[config.mk]
export PLATFORM = sky130hd
export DESIGN_NAME = park_gate_ctrl_flat
export DESIGN_NICKNAME = d
export VERILOG_FILES = /design/src/rtl/park_gate_ctrl_pkg.sv /design/src/rtl/park_gate_ctrl_if.sv /design/src/rtl/park_gate_ctrl_free_slot_finder.sv /design/src/rtl/park_gate_ctrl.sv /design/src/flat_wrapper.sv
export SDC_FILE = /design/constraint.sdc
export NUM_CORES = 1
export LEC_CHECK = 0
export ABC_AREA = 1
export BUFFER_PORTS_ARGS = -buffer_cell sky130_fd_sc_hd__buf_2
export CAP_MARGIN = 40
export CORE_MARGIN = 1.5
export CORE_UTILIZATION = 52
export CTS_CLUSTER_DIAMETER = 150
export DETAILED_ROUTE_END_ITERATION = 6
export GPL_ROUTABILITY_DRIVEN = 0
export HOLD_SLACK_MARGIN = 0.06
export MAX_ROUTING_LAYER = met4
export PLACE_DENSITY = 0.76
export REMOVE_ABC_BUFFERS = 1
export SYNTH_ARGS = -nofsm -noshare
export SYNTH_HDL_FRONTEND = slang
export SYNTH_HIERARCHICAL = 1
export SYNTH_SLANG_ARGS = --single-unit
[constraint.sdc]
create_clock -name clk -period 3.6 [get_ports clk]
set_input_delay 0.72 -clock clk [delete_from_list [all_inputs] [get_ports clk]]
set_output_delay 0.72 -clock clk [all_outputs]
set_load 0.01 [all_outputs]
[src/rtl/park_gate_ctrl_pkg.sv]
// park_pkg: lot sizing, controller state and lane-priority encodings, and the
// free-slot popcount shared by park_gate_ctrl and its slot finder.
package park_pkg;

  localparam int NUM_SLOTS = 8;
  localparam int SLOT_W    = $clog2(NUM_SLOTS);

  typedef enum logic [1:0] {
    IDLE       = 2'd0,
    ENTRY_GATE = 2'd1,
    EXIT_GATE  = 2'd2
  } state_e;

  typedef enum logic {
    PRIO_EXIT  = 1'b0,
    PRIO_ENTRY = 1'b1
  } prio_e;

  // Number of zero bits in an occupancy vector.
  function automatic logic [SLOT_W:0] count_free(input logic [NUM_SLOTS-1:0] occ);
    logic [SLOT_W:0] n;
    n = '0;
    for (int i = 0; i < NUM_SLOTS; i++) begin
      n = n + {{SLOT_W{1'b0}}, ~occ[i]};
    end
    return n;
  endfunction

endpackage

[src/rtl/park_gate_ctrl_if.sv]
// park_gate_ctrl_if: signal bundle between the lane sensors/buttons, the
// controller and the display/slot logic.
//   master : lane side (drives requests, exit slot and the gate sensor)
//   slave  : park_gate_ctrl
// Build macro PARK_GATE_STATS_EN adds the stat_* counter outputs.
interface park_gate_ctrl_if;
  import park_pkg::*;

  logic                 entry_req;
  logic                 exit_req;
  logic [SLOT_W-1:0]    exit_slot;
  logic                 car_passed;

  logic                 entry_ack;
  logic                 entry_reject;
  logic                 exit_ack;
  logic                 err_exit;
  logic [SLOT_W-1:0]    assigned_slot;
  logic                 gate_open;
  logic [NUM_SLOTS-1:0] occupancy;
  logic [SLOT_W:0]      free_count;
  logic                 full;
  logic                 busy;
`ifdef PARK_GATE_STATS_EN
  logic [15:0]          stat_entries;
  logic [15:0]          stat_rejects;
  logic [15:0]          stat_timeouts;
`endif

  modport master (
    output entry_req, exit_req, exit_slot, car_passed,
`ifdef PARK_GATE_STATS_EN
    input  stat_entries, stat_rejects, stat_timeouts,
`endif
    input  entry_ack, entry_reject, exit_ack, err_exit, assigned_slot,
           gate_open, occupancy, free_count, full, busy
  );

  modport slave (
    input  entry_req, exit_req, exit_slot, car_passed,
`ifdef PARK_GATE_STATS_EN
    output stat_entries, stat_rejects, stat_timeouts,
`endif
    output entry_ack, entry_reject, exit_ack, err_exit, assigned_slot,
           gate_open, occupancy, free_count, full, busy
  );

endinterface

[src/rtl/park_gate_ctrl_free_slot_finder.sv]
// free_slot_finder: combinational search for the lowest-index free slot.
// o_any_free is low when every slot is occupied; o_free_idx is then 0.
module free_slot_finder
  import park_pkg::*;
(
  input  logic [NUM_SLOTS-1:0] i_occupancy,
  output logic [SLOT_W-1:0]    o_free_idx,
  output logic                 o_any_free
);

  // Scan from the top down so the last hit written is the lowest free index.
  always_comb begin
    o_free_idx = '0;
    o_any_free = 1'b0;
    for (int i = NUM_SLOTS - 1; i >= 0; i--) begin
      if (!i_occupancy[i]) begin
        o_free_idx = SLOT_W'(i);
        o_any_free = 1'b1;
      end
    end
  end

endmodule

[src/rtl/park_gate_ctrl.sv]
// park_gate_ctrl: parking-lot gate controller. Owns the occupancy bitmap,
// arbitrates the entry and exit lanes, and drives the shared barrier gate
// with a timeout. Every output is registered.
// Build macro PARK_GATE_STATS_EN adds saturating entry/reject/timeout counters.
//
//   state      | meaning
//   -----------+-------------------------------------------------------------
//   IDLE       | gate closed, lane requests sampled and arbitrated
//   ENTRY_GATE | gate open for an entering car; slot already marked occupied,
//              | released again if the car never passes
//   EXIT_GATE  | gate open for a leaving car; slot released when it passes
module park_gate_ctrl
  import park_pkg::*;
#(
  parameter int GATE_TIMEOUT = 100,
  parameter int TIMER_W      = 8
) (
  input  logic           clk,
  input  logic           rst_n,
  park_gate_ctrl_if.slave bus
);

  localparam logic [1:0]         S_IDLE       = IDLE;
  localparam logic [1:0]         S_ENTRY_GATE = ENTRY_GATE;
  localparam logic [1:0]         S_EXIT_GATE  = EXIT_GATE;
  localparam logic [TIMER_W-1:0] TIMER_LAST   = TIMER_W'(GATE_TIMEOUT - 1);

  logic [1:0]           r_state,         w_state_nxt;
  prio_e                r_prio,          w_prio_nxt;
  logic [TIMER_W-1:0]   r_timer,         w_timer_nxt;
  logic [NUM_SLOTS-1:0] r_occupancy,     w_occ_nxt;
  logic [SLOT_W-1:0]    r_assigned_slot, w_assigned_nxt;
  logic [SLOT_W-1:0]    r_exit_slot,     w_exit_slot_nxt;
  logic                 r_gate_open,     w_gate_nxt;
  logic                 r_entry_ack,     w_entry_ack_nxt;
  logic                 r_entry_reject,  w_entry_reject_nxt;
  logic                 r_exit_ack,      w_exit_ack_nxt;
  logic                 r_err_exit,      w_err_exit_nxt;
  logic [SLOT_W:0]      r_free_count,    w_free_count_nxt;
  logic                 r_full,          w_full_nxt;
  logic                 r_busy;

  logic [SLOT_W-1:0]    w_free_idx;
  logic                 w_any_free;
  logic                 w_serve_entry;
  logic                 w_serve_exit;
  logic                 w_timeout;

  free_slot_finder u_free_slot_finder (
    .i_occupancy (r_occupancy),
    .o_free_idx  (w_free_idx),
    .o_any_free  (w_any_free)
  );

  // prio only decides when both lanes ask in the same cycle.
  assign w_serve_entry = bus.entry_req & (~bus.exit_req | (r_prio == PRIO_ENTRY));
  assign w_serve_exit  = bus.exit_req & ~w_serve_entry;

  // Gate times out on its last counted cycle unless the car passes then.
  assign w_timeout = (r_state != S_IDLE) & ~bus.car_passed & (r_timer == TIMER_LAST);

  // Flags track the occupancy that is about to be registered.
  assign w_free_count_nxt = count_free(w_occ_nxt);
  assign w_full_nxt       = &w_occ_nxt;

  // Next-state, bitmap and pulse decode.
  always_comb begin
    w_state_nxt        = r_state;
    w_prio_nxt         = r_prio;
    w_timer_nxt        = r_timer;
    w_occ_nxt          = r_occupancy;
    w_assigned_nxt     = r_assigned_slot;
    w_exit_slot_nxt    = r_exit_slot;
    w_gate_nxt         = r_gate_open;
    w_entry_ack_nxt    = 1'b0;
    w_entry_reject_nxt = 1'b0;
    w_exit_ack_nxt     = 1'b0;
    w_err_exit_nxt     = 1'b0;

    case (r_state)
      S_IDLE: begin
        if (w_serve_entry) begin
          w_prio_nxt = PRIO_EXIT;
          if (w_any_free) begin
            w_occ_nxt[w_free_idx] = 1'b1;
            w_assigned_nxt        = w_free_idx;
            w_entry_ack_nxt       = 1'b1;
            w_gate_nxt            = 1'b1;
            w_timer_nxt           = '0;
            w_state_nxt           = S_ENTRY_GATE;
          end else begin
            w_entry_reject_nxt = 1'b1;
          end
        end else if (w_serve_exit) begin
          w_prio_nxt = PRIO_ENTRY;
          if (r_occupancy[bus.exit_slot]) begin
            // Bit stays set until the car actually leaves.
            w_exit_slot_nxt = bus.exit_slot;
            w_exit_ack_nxt  = 1'b1;
            w_gate_nxt      = 1'b1;
            w_timer_nxt     = '0;
            w_state_nxt     = S_EXIT_GATE;
          end else begin
            w_err_exit_nxt = 1'b1;
          end
        end
      end

      S_ENTRY_GATE: begin
        if (bus.car_passed) begin
          w_gate_nxt  = 1'b0;
          w_timer_nxt = '0;
          w_state_nxt = S_IDLE;
        end else if (w_timeout) begin
          // Car never came in: hand the slot back.
          w_occ_nxt[r_assigned_slot] = 1'b0;
          w_gate_nxt                 = 1'b0;
          w_timer_nxt                = '0;
          w_state_nxt                = S_IDLE;
        end else begin
          w_timer_nxt = r_timer + TIMER_W'(1);
        end
      end

      S_EXIT_GATE: begin
        if (bus.car_passed) begin
          w_occ_nxt[r_exit_slot] = 1'b0;
          w_gate_nxt             = 1'b0;
          w_timer_nxt            = '0;
          w_state_nxt            = S_IDLE;
        end else if (w_timeout) begin
          // Car stayed inside: slot remains occupied.
          w_gate_nxt  = 1'b0;
          w_timer_nxt = '0;
          w_state_nxt = S_IDLE;
        end else begin
          w_timer_nxt = r_timer + TIMER_W'(1);
        end
      end

      default: begin
        w_gate_nxt  = 1'b0;
        w_timer_nxt = '0;
        w_state_nxt = S_IDLE;
      end
    endcase
  end

  // State and output registers; reset closes the gate and forgets the lot.
  always_ff @(posedge clk or negedge rst_n) begin
    if (!rst_n) begin
      r_state         <= S_IDLE;
      r_prio          <= PRIO_EXIT;
      r_timer         <= '0;
      r_occupancy     <= '0;
      r_assigned_slot <= '0;
      r_exit_slot     <= '0;
      r_gate_open     <= 1'b0;
      r_entry_ack     <= 1'b0;
      r_entry_reject  <= 1'b0;
      r_exit_ack      <= 1'b0;
      r_err_exit      <= 1'b0;
      r_free_count    <= (SLOT_W + 1)'(NUM_SLOTS);
      r_full          <= 1'b0;
      r_busy          <= 1'b0;
    end else begin
      r_state         <= w_state_nxt;
      r_prio          <= w_prio_nxt;
      r_timer         <= w_timer_nxt;
      r_occupancy     <= w_occ_nxt;
      r_assigned_slot <= w_assigned_nxt;
      r_exit_slot     <= w_exit_slot_nxt;
      r_gate_open     <= w_gate_nxt;
      r_entry_ack     <= w_entry_ack_nxt;
      r_entry_reject  <= w_entry_reject_nxt;
      r_exit_ack      <= w_exit_ack_nxt;
      r_err_exit      <= w_err_exit_nxt;
      r_free_count    <= w_free_count_nxt;
      r_full          <= w_full_nxt;
      r_busy          <= (w_state_nxt != S_IDLE);
    end
  end

  assign bus.entry_ack     = r_entry_ack;
  assign bus.entry_reject  = r_entry_reject;
  assign bus.exit_ack      = r_exit_ack;
  assign bus.err_exit      = r_err_exit;
  assign bus.assigned_slot = r_assigned_slot;
  assign bus.gate_open     = r_gate_open;
  assign bus.occupancy     = r_occupancy;
  assign bus.free_count    = r_free_count;
  assign bus.full          = r_full;
  assign bus.busy          = r_busy;

`ifdef PARK_GATE_STATS_EN
  logic [15:0] r_stat_entries;
  logic [15:0] r_stat_rejects;
  logic [15:0] r_stat_timeouts;

  // Saturating event counters for service statistics.
  always_ff @(posedge clk or negedge rst_n) begin
    if (!rst_n) begin
      r_stat_entries  <= '0;
      r_stat_rejects  <= '0;
      r_stat_timeouts <= '0;
    end else begin
      if (w_entry_ack_nxt && (r_stat_entries != 16'hFFFF)) begin
        r_stat_entries <= r_stat_entries + 16'd1;
      end
      if (w_entry_reject_nxt && (r_stat_rejects != 16'hFFFF)) begin
        r_stat_rejects <= r_stat_rejects + 16'd1;
      end
      if (w_timeout && (r_stat_timeouts != 16'hFFFF)) begin
        r_stat_timeouts <= r_stat_timeouts + 16'd1;
      end
    end
  end

  assign bus.stat_entries  = r_stat_entries;
  assign bus.stat_rejects  = r_stat_rejects;
  assign bus.stat_timeouts = r_stat_timeouts;
`endif

endmodule

[src/flat_wrapper.sv]
// flat-port wrapper written by rule: the top's interface ports become plain ports
module park_gate_ctrl_flat import park_pkg::*;
#(
  parameter int GATE_TIMEOUT = 100,
  parameter int TIMER_W      = 8
)
  (clk, rst_n, bus_entry_req, bus_exit_req, bus_exit_slot, bus_car_passed, bus_entry_ack, bus_entry_reject, bus_exit_ack, bus_err_exit, bus_assigned_slot, bus_gate_open, bus_occupancy, bus_free_count, bus_full, bus_busy);
  park_gate_ctrl_if bus_i ();
  input  logic clk;
  input  logic rst_n;
  input wire logic [$bits(bus_i.entry_req)-1:0] bus_entry_req;
  input wire logic [$bits(bus_i.exit_req)-1:0] bus_exit_req;
  input wire logic [$bits(bus_i.exit_slot)-1:0] bus_exit_slot;
  input wire logic [$bits(bus_i.car_passed)-1:0] bus_car_passed;
  output wire logic [$bits(bus_i.entry_ack)-1:0] bus_entry_ack;
  output wire logic [$bits(bus_i.entry_reject)-1:0] bus_entry_reject;
  output wire logic [$bits(bus_i.exit_ack)-1:0] bus_exit_ack;
  output wire logic [$bits(bus_i.err_exit)-1:0] bus_err_exit;
  output wire logic [$bits(bus_i.assigned_slot)-1:0] bus_assigned_slot;
  output wire logic [$bits(bus_i.gate_open)-1:0] bus_gate_open;
  output wire logic [$bits(bus_i.occupancy)-1:0] bus_occupancy;
  output wire logic [$bits(bus_i.free_count)-1:0] bus_free_count;
  output wire logic [$bits(bus_i.full)-1:0] bus_full;
  output wire logic [$bits(bus_i.busy)-1:0] bus_busy;
  assign bus_i.entry_req = bus_entry_req;
  assign bus_i.exit_req = bus_exit_req;
  assign bus_i.exit_slot = bus_exit_slot;
  assign bus_i.car_passed = bus_car_passed;
  assign bus_entry_ack = bus_i.entry_ack;
  assign bus_entry_reject = bus_i.entry_reject;
  assign bus_exit_ack = bus_i.exit_ack;
  assign bus_err_exit = bus_i.err_exit;
  assign bus_assigned_slot = bus_i.assigned_slot;
  assign bus_gate_open = bus_i.gate_open;
  assign bus_occupancy = bus_i.occupancy;
  assign bus_free_count = bus_i.free_count;
  assign bus_full = bus_i.full;
  assign bus_busy = bus_i.busy;
  park_gate_ctrl #(.GATE_TIMEOUT(GATE_TIMEOUT), .TIMER_W(TIMER_W)) u_core (.clk(clk), .rst_n(rst_n), .bus(bus_i));
endmodule
### After elaboration in Yosys (flattened, before gate mapping)

Index checks and enable logic that the tools add are counted.

| storage, ports and cells | value |
|---|---|
| bits in registers | 36 |
| input port bits | 8 |
| output and inout port bits | 22 |
| logic and storage cells | 138 |

| operators by class | value |
|---|---|
| add/sub/neg operators | 8 |
| order comparisons | 7 |
| equal/unequal tests | 7 |
| muxes and demuxes | 67 |
| bitwise logic cells | 21 |
| reductions and logical operators | 14 |

Operators with widths:

| operator | count |
|---|---|
| 8-bit two-way mux | 11 |
| 1-bit two-way mux | 34 |
| 4-bit by 1-bit adder with 4-bit output | 6 |
| 3-bit two-way mux | 8 |
| 8-bit one-hot mux with 3 select lines | 1 |
| 8-bit bitwise AND | 2 |
| 3-bit by 4-bit < comparator with 1-bit output (second input constant) | 4 |
| 8-bit inverter | 2 |
| 8-bit one-hot mux with 2 select lines | 1 |
| 2-bit two-way mux | 6 |
| 1-bit inverter | 11 |
| 1-bit demux with 3-bit select | 3 |
| 3-bit by 1-bit greater-or-equal comparator with 1-bit output (second input constant) | 3 |
| 3-bit by 1-bit inequality test with 1-bit output (second input constant) | 3 |
| 8-bit by 1-bit adder with 8-bit output (second input constant) | 1 |
| 8-bit by 7-bit == test with 1-bit output (second input constant) | 1 |
| 8-bit bitwise OR | 1 |
| 4-bit AND reduction | 2 |
| 8-bit AND reduction | 1 |
| 3-bit AND reduction | 2 |
| 2-bit nonzero test | 3 |
| 1-bit bitwise AND | 4 |
| 2-bit one-hot mux with 2 select lines | 1 |
| 1-bit binary-select mux with 3-bit select | 1 |
| 10 further kinds | 12 |

### Longest topological paths before layout

Gate-level depths: netlist of the first run.

| logic depth | value |
|---|---|
| depth in word-level cells | 24 |
| depth in mapped cells | 21 |
| depth with buffers taken out | 21 |

### Cells and area by module

Netlist of the first run, hierarchy kept.

By module, submodules not included:

| module | times used | cells each | area an instance (µm²) | seq. area each (µm²) |
|---|---|---|---|---|
| park_gate_ctrl | 1 | 302 | 2282.2 | 902.1 |
| free_slot_finder | 1 | 18 | 78.8 | 0.0 |

### Least setup slack after synthesis of the first run

OpenSTA, ideal clock, no wires.

| path | value |
|---|---|
| path kind | reg2reg |
| start point | reg u_core.r_occupancy[7], in the netlist u_core/bus.occupancy[7] |
| end point | reg u_core.r_free_count[2], in the netlist u_core/bus.free_count[2] |
| setup time | 123 ps |
| arrival time | 3734 ps |
| required time | 3477 ps |
| path slack | -257 ps |
| cell stages (with the launch flop) | 20 |
| buffers on the path | 0 |
| period minus slack after synthesis | 3857 ps |
| path through | dfrtp_1 -> inv_1 -> nand2_1 -> nand2_1 -> nand2_1 -> nand2_1 -> nand2_1 -> a21oi_2 -> inv_1 -> nor3_2 -> a31oi_1 -> a31oi_1 -> fa_1 -> fa_1 -> inv_1 -> fa_1 -> ha_1 -> inv_1 -> fa_1 -> xnor2_1 |

| on the way | value |
|---|---|
| word-level cells in the longest chain between the ends | 24 |
| elaborated cells between the ends (all ways) | 45 |
| classes of those cells | 7 x add/sub; 2 x order compare; 24 x mux; 11 x bitwise; 1 x reduce/logical |

RTL lines:

| element | RTL line | RTL |
|---|---|---|
| start, declared | park_gate_ctrl.sv:31 | `logic [NUM_SLOTS-1:0] r_occupancy, w_occ_nxt;` |
| start signal, assigned | park_gate_ctrl.sv:170 | `r_occupancy <= w_occ_nxt;` |
| 3-bit two-way mux * (8 in a row) | park_gate_ctrl_free_slot_finder.sv:16 | `if (!i_occupancy[i]) begin` |
| net u_core.w_free_idx[0] | park_gate_ctrl.sv:43 | `logic [SLOT_W-1:0] w_free_idx;` |
| 3-bit by 4-bit < comparator with 1-bit output (not written as such) or 3-bit by 1-bit greater-or-equal comparator with 1-bit output (tied branches) | park_gate_ctrl.sv:85 | `w_occ_nxt[w_free_idx] = 1'b1;` |
| 1-bit logical AND (not written as such) | park_gate_ctrl.sv:85 |  |
| 1-bit two-way mux (not written as such) | park_gate_ctrl.sv:85 |  |
| 1-bit demux with 3-bit select * | - |  |
| 8-bit bitwise OR (no source line) * | - |  |
| 8-bit two-way mux * | park_gate_ctrl.sv:84 | `if (w_any_free) begin` |
| 8-bit two-way mux * | park_gate_ctrl.sv:82 | `if (w_serve_entry) begin` |
| 8-bit one-hot mux with 3 select lines * | park_gate_ctrl.sv:80 | `case (r_state)` |
| net u_core.w_occ_nxt[1] | park_gate_ctrl.sv:31 |  |
| 1-bit inverter * | park_gate_ctrl_pkg.sv:24 | `n = n + {{SLOT_W{1'b0}}, ~occ[i]};` |
| 1-bit by 1-bit adder with 2-bit output * | park_gate_ctrl_pkg.sv:24 |  |
| 4-bit by 1-bit adder with 4-bit output * (6 in a row) | park_gate_ctrl_pkg.sv:24 |  |
| net u_core.w_free_count_nxt[2] | park_gate_ctrl.sv:39 | `logic [SLOT_W:0] r_free_count, w_free_count_nxt;` |
| end signal, assigned | park_gate_ctrl.sv:163 | `r_free_count <= (SLOT_W + 1)'(NUM_SLOTS);` |
| end signal, assigned | park_gate_ctrl.sv:178 | `r_free_count <= w_free_count_nxt;` |
| end, declared | park_gate_ctrl.sv:39 |  |

Mark *: on every way through the listed nets, which the timed path passes. The rest lies on a longest branch.
A chain may end at the register's enable or synchronous reset.

### Worst setup path after layout of the first run

| path | value |
|---|---|
| start point | reg u_core.r_occupancy[6], in the netlist u_core/bus.occupancy[6] |
| end point | reg u_core.r_free_count[1], in the netlist u_core/bus.free_count[1] |

| on the way | value |
|---|---|
| word-level cells in the longest chain between the ends | 23 |
| elaborated cells between the ends (all ways) | 43 |
| classes of those cells | 7 x add/sub; 2 x order compare; 22 x mux; 11 x bitwise; 1 x reduce/logical |

RTL lines:

| element | RTL line |
|---|---|
| 3-bit two-way mux * (7 in a row) | park_gate_ctrl_free_slot_finder.sv:16 |
| net u_core.w_free_idx[0] | park_gate_ctrl.sv:43 |
| 3-bit by 4-bit < comparator with 1-bit output (not written as such) or 3-bit by 1-bit greater-or-equal comparator with 1-bit output (tied branches) | park_gate_ctrl.sv:85 |
| 1-bit logical AND (not written as such) | park_gate_ctrl.sv:85 |
| 1-bit two-way mux (not written as such) | park_gate_ctrl.sv:85 |
| 1-bit demux with 3-bit select * | - |
| 8-bit bitwise OR (no source line) * | - |
| 8-bit two-way mux * | park_gate_ctrl.sv:84 |
| 8-bit two-way mux * | park_gate_ctrl.sv:82 |
| 8-bit one-hot mux with 3 select lines * | park_gate_ctrl.sv:80 |
| net u_core.w_occ_nxt[1] | park_gate_ctrl.sv:31 |
| 1-bit inverter * | park_gate_ctrl_pkg.sv:24 |
| 1-bit by 1-bit adder with 2-bit output * | park_gate_ctrl_pkg.sv:24 |
| 4-bit by 1-bit adder with 4-bit output * (6 in a row) | park_gate_ctrl_pkg.sv:24 |
| net u_core.w_free_count_nxt[1] | park_gate_ctrl.sv:39 |

Marks and branches as above.

==> out/results.tsv, run 1 <==
metric	value	unit
status	finished, violations left	
violations in the final reports	DRC, setup timing	
Final ANT Viol Nets	0	
met3 Use GR	0.0678	
CTS Buf Count	5	
GRT overflow	0	
clock tree from TritonCTS	yes	
Final Critical Period	4.28	ns
FP Rows	24	
Die ar.	4950	um^2
GRT busiest layer	met2	
DRT iter0 DRCs	549	
Setup crit end kind	flop	
synth warn	6	
Pint	1.36	mW
Unique masters post-synth	32	
Mapped Cells	320	
worst skew pair latency	0.29	ns
Core Box Area	4350	um^2
Post-Route WL	8570	um
register area share after synthesis	0.382	
Fin. Hold Viols	0	
Worst Tran Pin Value	0.798	ns
vias in the first global route	2695	
Switching Power	1.03	mW
DR WL/cell	17.5	um
vias per cell	5.66	
total number of vias	2768	
Ports	30	
Switching Fraction	0.432	
number of hold buffers added after cts	0	
largest net degree at the start of global routing	37	
Post-route DRC	165	
crit path launch type	flop	
synthesized cell area	2360	um^2
Area Overhead vs Synth	44.8	%
Crit path arrival time	4.47	ns
final non-filler cell total	489	
Final #Nets	457	
HP Class	reg2reg	
kind of critical path	reg2reg	
clock skew	0.00551	ns
Sink Count	36	
Clock Power Share	0.135	
Peak VDD IR	0.000447	V
height of the die	70.4	um
maxcap violations	0	
htree depth	2	
Max clock buf depth	2	
P_leak	1.87	nW
Rel. slew slack	0.468	
period utilization	1.19	
Initial Utilization	0.542	
FF-to-FF path depth	18	
FF/Latch Area	902	um^2
max-slew violations	0	
Worst EP required	3.79	ns
first-pass GRT wire length	12800	um
Antenna diodes	0	
Power, Total	2.39	mW
met1 GRT Util	0.411	
combinational share of power	0.619	
CTS root buffer	clkbuf_8	
Pre-antenna DRT Iters	7	
sequential share of power	0.245	
GR Util met2	0.538	
initial antenna violation count	0	
Die W	70.4	um
Global Route Usage Sum	0.342	
Final setup viols	5	
Critical Path Fanout Max	3	
Clock transition at path regs	0.07	ns
port bufs	29	
Synth Register Bits	36	
layout cells sized above 1	0.394	
Fill cells	266	
RSZ-0062 raised after global routing	true	
WHS Path Cells	2	
multi-input combinational cell area	1350	um^2
HPWL Detailed	4260	um
PD cells	700	nW/um^2
setup ws final	-0.676	ns
placed cell count	445	
Max Clock Freq	234	MHz
Syn Area/Cell	7.38	um^2
-- layout by cell type (no fill, tap or decap), types with 4 or more instances in the layout --
| cell | synthesis | routed |
|---|---|---|
| inv_1 | 55 | 51 |
| dfrtp_1 | 35 | 35 |
| nand3_1 | 28 | 24 |
| ha_1 | 9 | 6 |
| nand2_1 | 94 | 88 |
| buf_4 | 1 | 81 |
| nand3_2 | 3 | 7 |
| clkbuf_8 | 0 | 7 |
| nor2_4 | 2 | 4 |
| nand2_2 | 4 | 9 |
| o21ai_1 | 5 | 5 |
| nor2_1 | 25 | 21 |
| inv_2 | 5 | 9 |
| a21oi_1 | 9 | 8 |
| buf_2 | 0 | 29 |
| o21ai_0 | 12 | 12 |
-- synthesized netlist by cell type --
cell / number / area [um^2]
dfrtp_1: 35 / 876
o21ai_2: 3 / 26.3
xnor2_1: 2 / 17.5
nand3_1: 28 / 140
nor2_4: 2 / 22.5
nand4_4: 1 / 21.3
nor3_4: 1 / 16.3
nor3_1: 2 / 10.0
fa_1: 4 / 80.1
ha_1: 9 / 113
dfstp_2: 1 / 26.3
a21oi_2: 1 / 8.76
a31oi_1: 5 / 31.3
o21ai_1: 5 / 25.0
nand2_2: 4 / 25.0
nor2_2: 1 / 6.26
o31ai_1: 1 / 7.51
nand4_2: 1 / 12.5
o21ai_0: 12 / 60.1
inv_2: 5 / 18.8
inv_1: 55 / 206
nand4_1: 3 / 18.8
buf_4: 1 / 7.51
buf_1: 1 / 3.75
nor3_2: 1 / 10.0
nand2_1: 94 / 353
buf_6: 1 / 11.3
a21oi_1: 9 / 45.0
nor2_1: 25 / 93.8
nand2_4: 1 / 11.3
nand3_2: 3 / 30.0
xor2_1: 3 / 26.3
-- layer usage --
| layer | share of wire | vias to the layer above |
|---|---|---|
| met3 | 0.10 | 67 |
| li1 | - | 1233 |
| met4 | 0.072 | 0 |
| met5 | 0 | - |
| met1 | 0.38 | 1235 |
| met2 | 0.45 | 233 |
-- flip-flops by register name, indices dropped and copies added, names as in the netlist --
name,flops
u_core/r_prio,1
u_core/r_exit_slot,3
u_core/bus.gate_open,1
u_core/bus.assigned_slot,3
u_core/bus.entry_ack,1
u_core/bus.err_exit,1
u_core/bus.full,1
u_core/bus.busy,1
u_core/bus.free_count,4
u_core/r_state,2
u_core/bus.occupancy,8
u_core/bus.entry_reject,1
u_core/r_timer,8
u_core/bus.exit_ack,1
-- metrics by stage --
step / utilization / setup WS, ns / instance area [um^2] / hold slack (ns) / setup TNS (ns)
final: 0.785 / -0.676 / 3420 / 0.492 / -1.99
after floorplan: - / -0.257 / 2340 / 0.424 / -0.513
after global routing: 0.785 / -0.681 / 3420 / 0.533 / -2.02
after CTS: 0.772 / -0.179 / 3360 / 0.494 / -0.380
after global placement: 0.666 / -0.267 / 2900 / 0.473 / -0.533
after detailed placement: 0.666 / -0.368 / 2900 / 0.475 / -0.710
-- power by group through the flow --
stage	sequential (mW)	clock (mW)	combinational (mW)
6_report	0.586	0.324	1.48
5_1_grt	0.596	0.349	1.57
4_1_cts	0.577	0.325	1.22
3_5_place_dp	0.583	0	1.00
3_3_place_gp	0.579	0	0.967
2_1_floorplan	0.609	0	0.568
-- worst max-delay path, cell delays in order (launching register included) --
cell and delay [ns]:
dfrtp_1 0.46, nand2_1 0.13, nand2_1 0.10, nand2_1 0.05, nand2_1 0.09, nand2_2 0.08, a21oi_4 0.17, inv_2 0.08
nor3_4 0.23, a31oi_2 0.15, a31oi_2 0.27, fa_1 0.49, fa_1 0.54, inv_2 0.04, fa_1 0.50, ha_2 0.18
inv_2 0.04, fa_2 0.52, inv_1 0.04
-- what timing repair did --
| action | CTS | global route |
|---|---|---|
| setup buffers | 37 | 3 |
| pin swaps | 12 | 5 |
| gates resized for setup | 22 | 15 |
| gates cloned | 0 | 0 |
| setup endpoints to repair | 2 | 5 |
-- path summary, 6_finish.rpt --
| kind | slack, ns | start | end |
|---|---|---|---|
| min in group asynchronous | 0.51 | rst_n | u_core/r_timer[3] |
| max in group asynchronous | 2.58 | rst_n | u_core/r_exit_slot[0] |
| setup reg to reg | -0.68 | u_core/bus.occupancy[6] | u_core/bus.free_count[1] |
| hold / removal | 0.49 | u_core/bus.gate_open | u_core/bus.gate_open |
| setup / recovery | -0.68 | u_core/bus.occupancy[6] | u_core/bus.free_count[1] |
| hold reg to reg | 0.49 | u_core/bus.gate_open | u_core/bus.gate_open |
-- logic make-up (layout without fill, tap and decap cells) --
kind of cell,Yosys count,in the layout,share of synthesized area
flip-flops,36,36,0.382
buffers and inverters,63,180,0.105
AND/OR/NAND/NOR,167,167,0.326
AO/OA/AOI/OAI,36,36,0.0864
adder cells (fa/ha/maj),13,13,0.0816
XOR/XNOR,5,5,0.0186
-- area by class of cell --
class                      count  share of cell area
multi-input combinational    221               0.395
sequential                    36               0.264
clock buffer                   8              0.0293
timing repair buffer         112               0.227
tap                           52              0.0190
inverter                      60              0.0659
(Power assumes the default switching activity.)
==> run 2: changes to the inputs <==
--- a/config.mk
+++ b/config.mk
@@ -9,15 +9,14 @@
 export BUFFER_PORTS_ARGS = -buffer_cell sky130_fd_sc_hd__buf_2
 export CAP_MARGIN = 40
 export CORE_MARGIN = 1.5
-export CORE_UTILIZATION = 52
+export CORE_UTILIZATION = 50
 export CTS_CLUSTER_DIAMETER = 150
 export DETAILED_ROUTE_END_ITERATION = 6
 export GPL_ROUTABILITY_DRIVEN = 0
 export HOLD_SLACK_MARGIN = 0.06
 export MAX_ROUTING_LAYER = met4
-export PLACE_DENSITY = 0.76
+export PLACE_DENSITY = 0.73
 export REMOVE_ABC_BUFFERS = 1
 export SYNTH_ARGS = -nofsm -noshare
 export SYNTH_HDL_FRONTEND = slang
-export SYNTH_HIERARCHICAL = 1
 export SYNTH_SLANG_ARGS = --single-unit
==> run 2 against run 1 <==
Sequential share of layout area increased by 3.7 points. Utilization shrank 11 points. Synthesized cell count increased by 0.63%. The run now ends clean. Cell count down 8.4%. Combinational power down 22%. Largest cell class unchanged. Non-clock buffer count down 40. Die area up 3.4%. Clock power is 7.1% lower. Power decreased by 15%.
==> out/results.tsv, run 2 <==
metric	value	unit	change
status	complete, no violations		
Top FF cell, synth	dfrtp_1		
worst skew pair latency	0.30	ns	about the same
FF-to-FF path depth	18		unchanged
Initial Utilization	0.529		-0.0135
commonest cells after routing, fill and taps aside	83 x nand2_1, 45 x inv_1, 43 x buf_4, 35 x dfrtp_1, 31 x nor2_1		
Antenna diodes	0		unchanged
xor-xnor portion of the synthesized cell area	0.0112		-0.00737
Final Critical Period	3.51	ns	-0.761 ns
layout cells sized above 1	0.298		-0.0956
HP Class	reg2reg		
DR WL/cell	12.6	um	-28%
TNS Setup	0	ns	+1.99 ns
CTS Buf Count	5		unchanged
Final ANT Viol Nets	0		unchanged
Power, Total	2.04	mW	-15%
number of flops mapped to enable cells by yosys	0		unchanged
Final Cell Area	3000	um^2	-12%
simple-gate share of the synthesized area	0.308		-0.0181
Synth top area share	0.373		+0.00178
Fill cells	387		+45%
largest family of logic cells by synthesized area	simple AND/OR/NAND/NOR gates		
FF/Latch Area	902	um^2	unchanged
Die ar.	5120	um^2	+3.4%
most common cell after layout, fill and taps aside	nand2_1		
Async SR Flop Fraction	1.00		unchanged
DRT iter0 DRCs	128		-77%
cell with the most instances after synthesis	nand2_1		
PD cells	682	nW/um^2	-2.5%
kind of critical path	reg2reg		
clock skew	0.00377	ns	-0.00174 ns
Critical Path Fanout Max	3		unchanged
Post-Route WL	5650	um	-34%
Peak VDD IR	0.000368	V	-18%
Sink Count	36		unchanged
Worst Tran Pin Value	0.807	ns	+0.00874 ns
htree depth	2		unchanged
largest net degree at the start of global routing	37		unchanged
crit path launch type	flop		
Hold WS	0.489	ns	-0.00363 ns
maxcap violations	0		unchanged
Crit path arrival time	3.75	ns	-0.72 ns
vias in the first global route	2126		-21%
initial antenna violation count	0		unchanged
post-placement cell area	2820	um^2	-2.8%
P_leak	1.61	nW	-14%
Mapped Cells	322		+0.63%
Post-route DRC	0		-100%
RSZ-0062 raised after global routing	true		
area leader, netlist	dfrtp_1		
total number of vias	2265		-18%
register area share after synthesis	0.384		+0.00183
Worst EP required	3.84	ns	+0.05 ns
cells taking the most area after synthesis	dfrtp_1 37%, nand2_1 13%, inv_1 8.5%, nor2_1 5.8%, ha_1 4.8%		
vias per cell	5.06		-11%
Area Overhead vs Synth	27.6	%	
Final #Nets	416		-9.0%
port bufs	29		unchanged
period utilization	0.976		-0.212
Fin. Hold Viols	0		unchanged
Core Box Area	4440	um^2	+2.1%
max-slew violations	0		unchanged
Pre-antenna DRT Iters	4		-3
Synth Area in Adders	0.0820		+0.000391
Setup crit end kind	flop		
multi-input combinational cell area	1260	um^2	-6.5%
number of hold buffers added after cts	0		unchanged
clock tree from TritonCTS	yes		
Clock transition at path regs	0.07	ns	about the same
compound-cell area share of the yosys netlist	0.109		+0.0222
mux contribution to synthesized area	0		unchanged
CTS root buffer	clkbuf_8		
first-pass GRT wire length	9510	um	-26%
GRT overflow	0		unchanged
WHS Path Cells	2		unchanged
HPWL Detailed	4260	um	+0.16%
Rel. slew slack	0.462		-0.00582
Final setup viols	0		-5
most instantiated cells after synthesis	84 x nand2_1, 53 x inv_1, 36 x nor2_1, 35 x dfrtp_1, 21 x o21ai_0		
Ports	30		unchanged
Synth Register Bits	36		unchanged
Die W	71.6	um	+1.7%
synthesized cell area	2350	um^2	-0.48%
Max clock buf depth	2		unchanged
Max Clock Freq	285	MHz	+22%
Unique masters post-synth	33		+3.1%
FP Rows	24		unchanged
synth warn	0		-6
Global Route Usage Sum	0.247		-0.0949
Syn Area/Cell	7.30	um^2	-1.1%
height of the die	71.6	um	+1.7%
-- run 2: report_power, final --
part / switching, mW / internal (mW)
logic: 0.674 / 0.472
registers: 0.0800 / 0.519
clock network: 0.144 / 0.156
total: 0.899 / 1.15
-- run 2: cell families (layout without fill, tap and decap cells) --
family                   Yosys count  count (layout)
AND/OR/NAND/NOR                  164             164
adder cells (fa/ha/maj)           13              13
flip-flops                        36              36
XOR/XNOR                           3               3
AO/OA/AOI/OAI                     45              45
buffers and inverters             61             135
-- run 2: area by class of cell --
type	count	share of cell area
clock buffers	8	0.0301
inverters	55	0.0701
multi-input cells	225	0.421
flip-flops and latches	36	0.301
well taps	52	0.0217
repair buffers	72	0.156
-- run 2: stage by stage --
| step | instances | worst slack [ns] | util |
|---|---|---|---|
| detailed placement | 437 | -0.457 | 0.634 |
| floorplan | 316 | -0.249 | - |
| global placement | 437 | -0.334 | 0.634 |
| global route | 448 | -0.0811 | 0.675 |
| finish | 448 | 0.0859 | 0.675 |
| CTS | 446 | 0.000153 | 0.664 |
-- run 2: worst paths after layout --
path	startpoint	end	slack, ns
worst max-delay path	u_core.r_timer[4]	u_core.bus.free_count[1]	0.09
worst min-delay path	u_core.bus.gate_open	u_core.bus.gate_open	0.49
worst max register to register	u_core.r_timer[4]	u_core.bus.free_count[1]	0.09
worst min register to register	u_core.bus.gate_open	u_core.bus.gate_open	0.49
max in group asynchronous	rst_n	u_core.bus.occupancy[3]	2.58
min in group asynchronous	rst_n	u_core.r_timer[1]	0.51
-- run 2: per-layer routing --
metal / track usage / vias to the layer above / routed length (um)
met2: 0.391 / 53 / 2650
met1: 0.322 / 1048 / 2650
met5: - / - / 0
li1: - / 1157 / -
met3: 0.0506 / 7 / 270
met4: 0.0776 / 0 / 82
-- run 2: repair_timing --
item                                    4_1_cts  5_1_grt
gates resized for setup                      15       12
buffers inserted                              1        2
endpoints found under the setup margin        2        2
pin swaps                                     7        7
-- run 2: worst max-delay path: stages, from the launching register on --
cell and delay, ns:
dfrtp_1 0.41, nor2_2 0.14, nand2_1 0.10, nor2_1 0.13, nand2_2 0.07, nor2_1 0.08
nand2_1 0.06, nand2_1 0.08, nand3_2 0.07, a21oi_2 0.15, ha_1 0.25, inv_2 0.07
fa_1 0.40, fa_1 0.52, inv_2 0.04, fa_2 0.36, inv_2 0.06, fa_1 0.39
inv_1 0.06
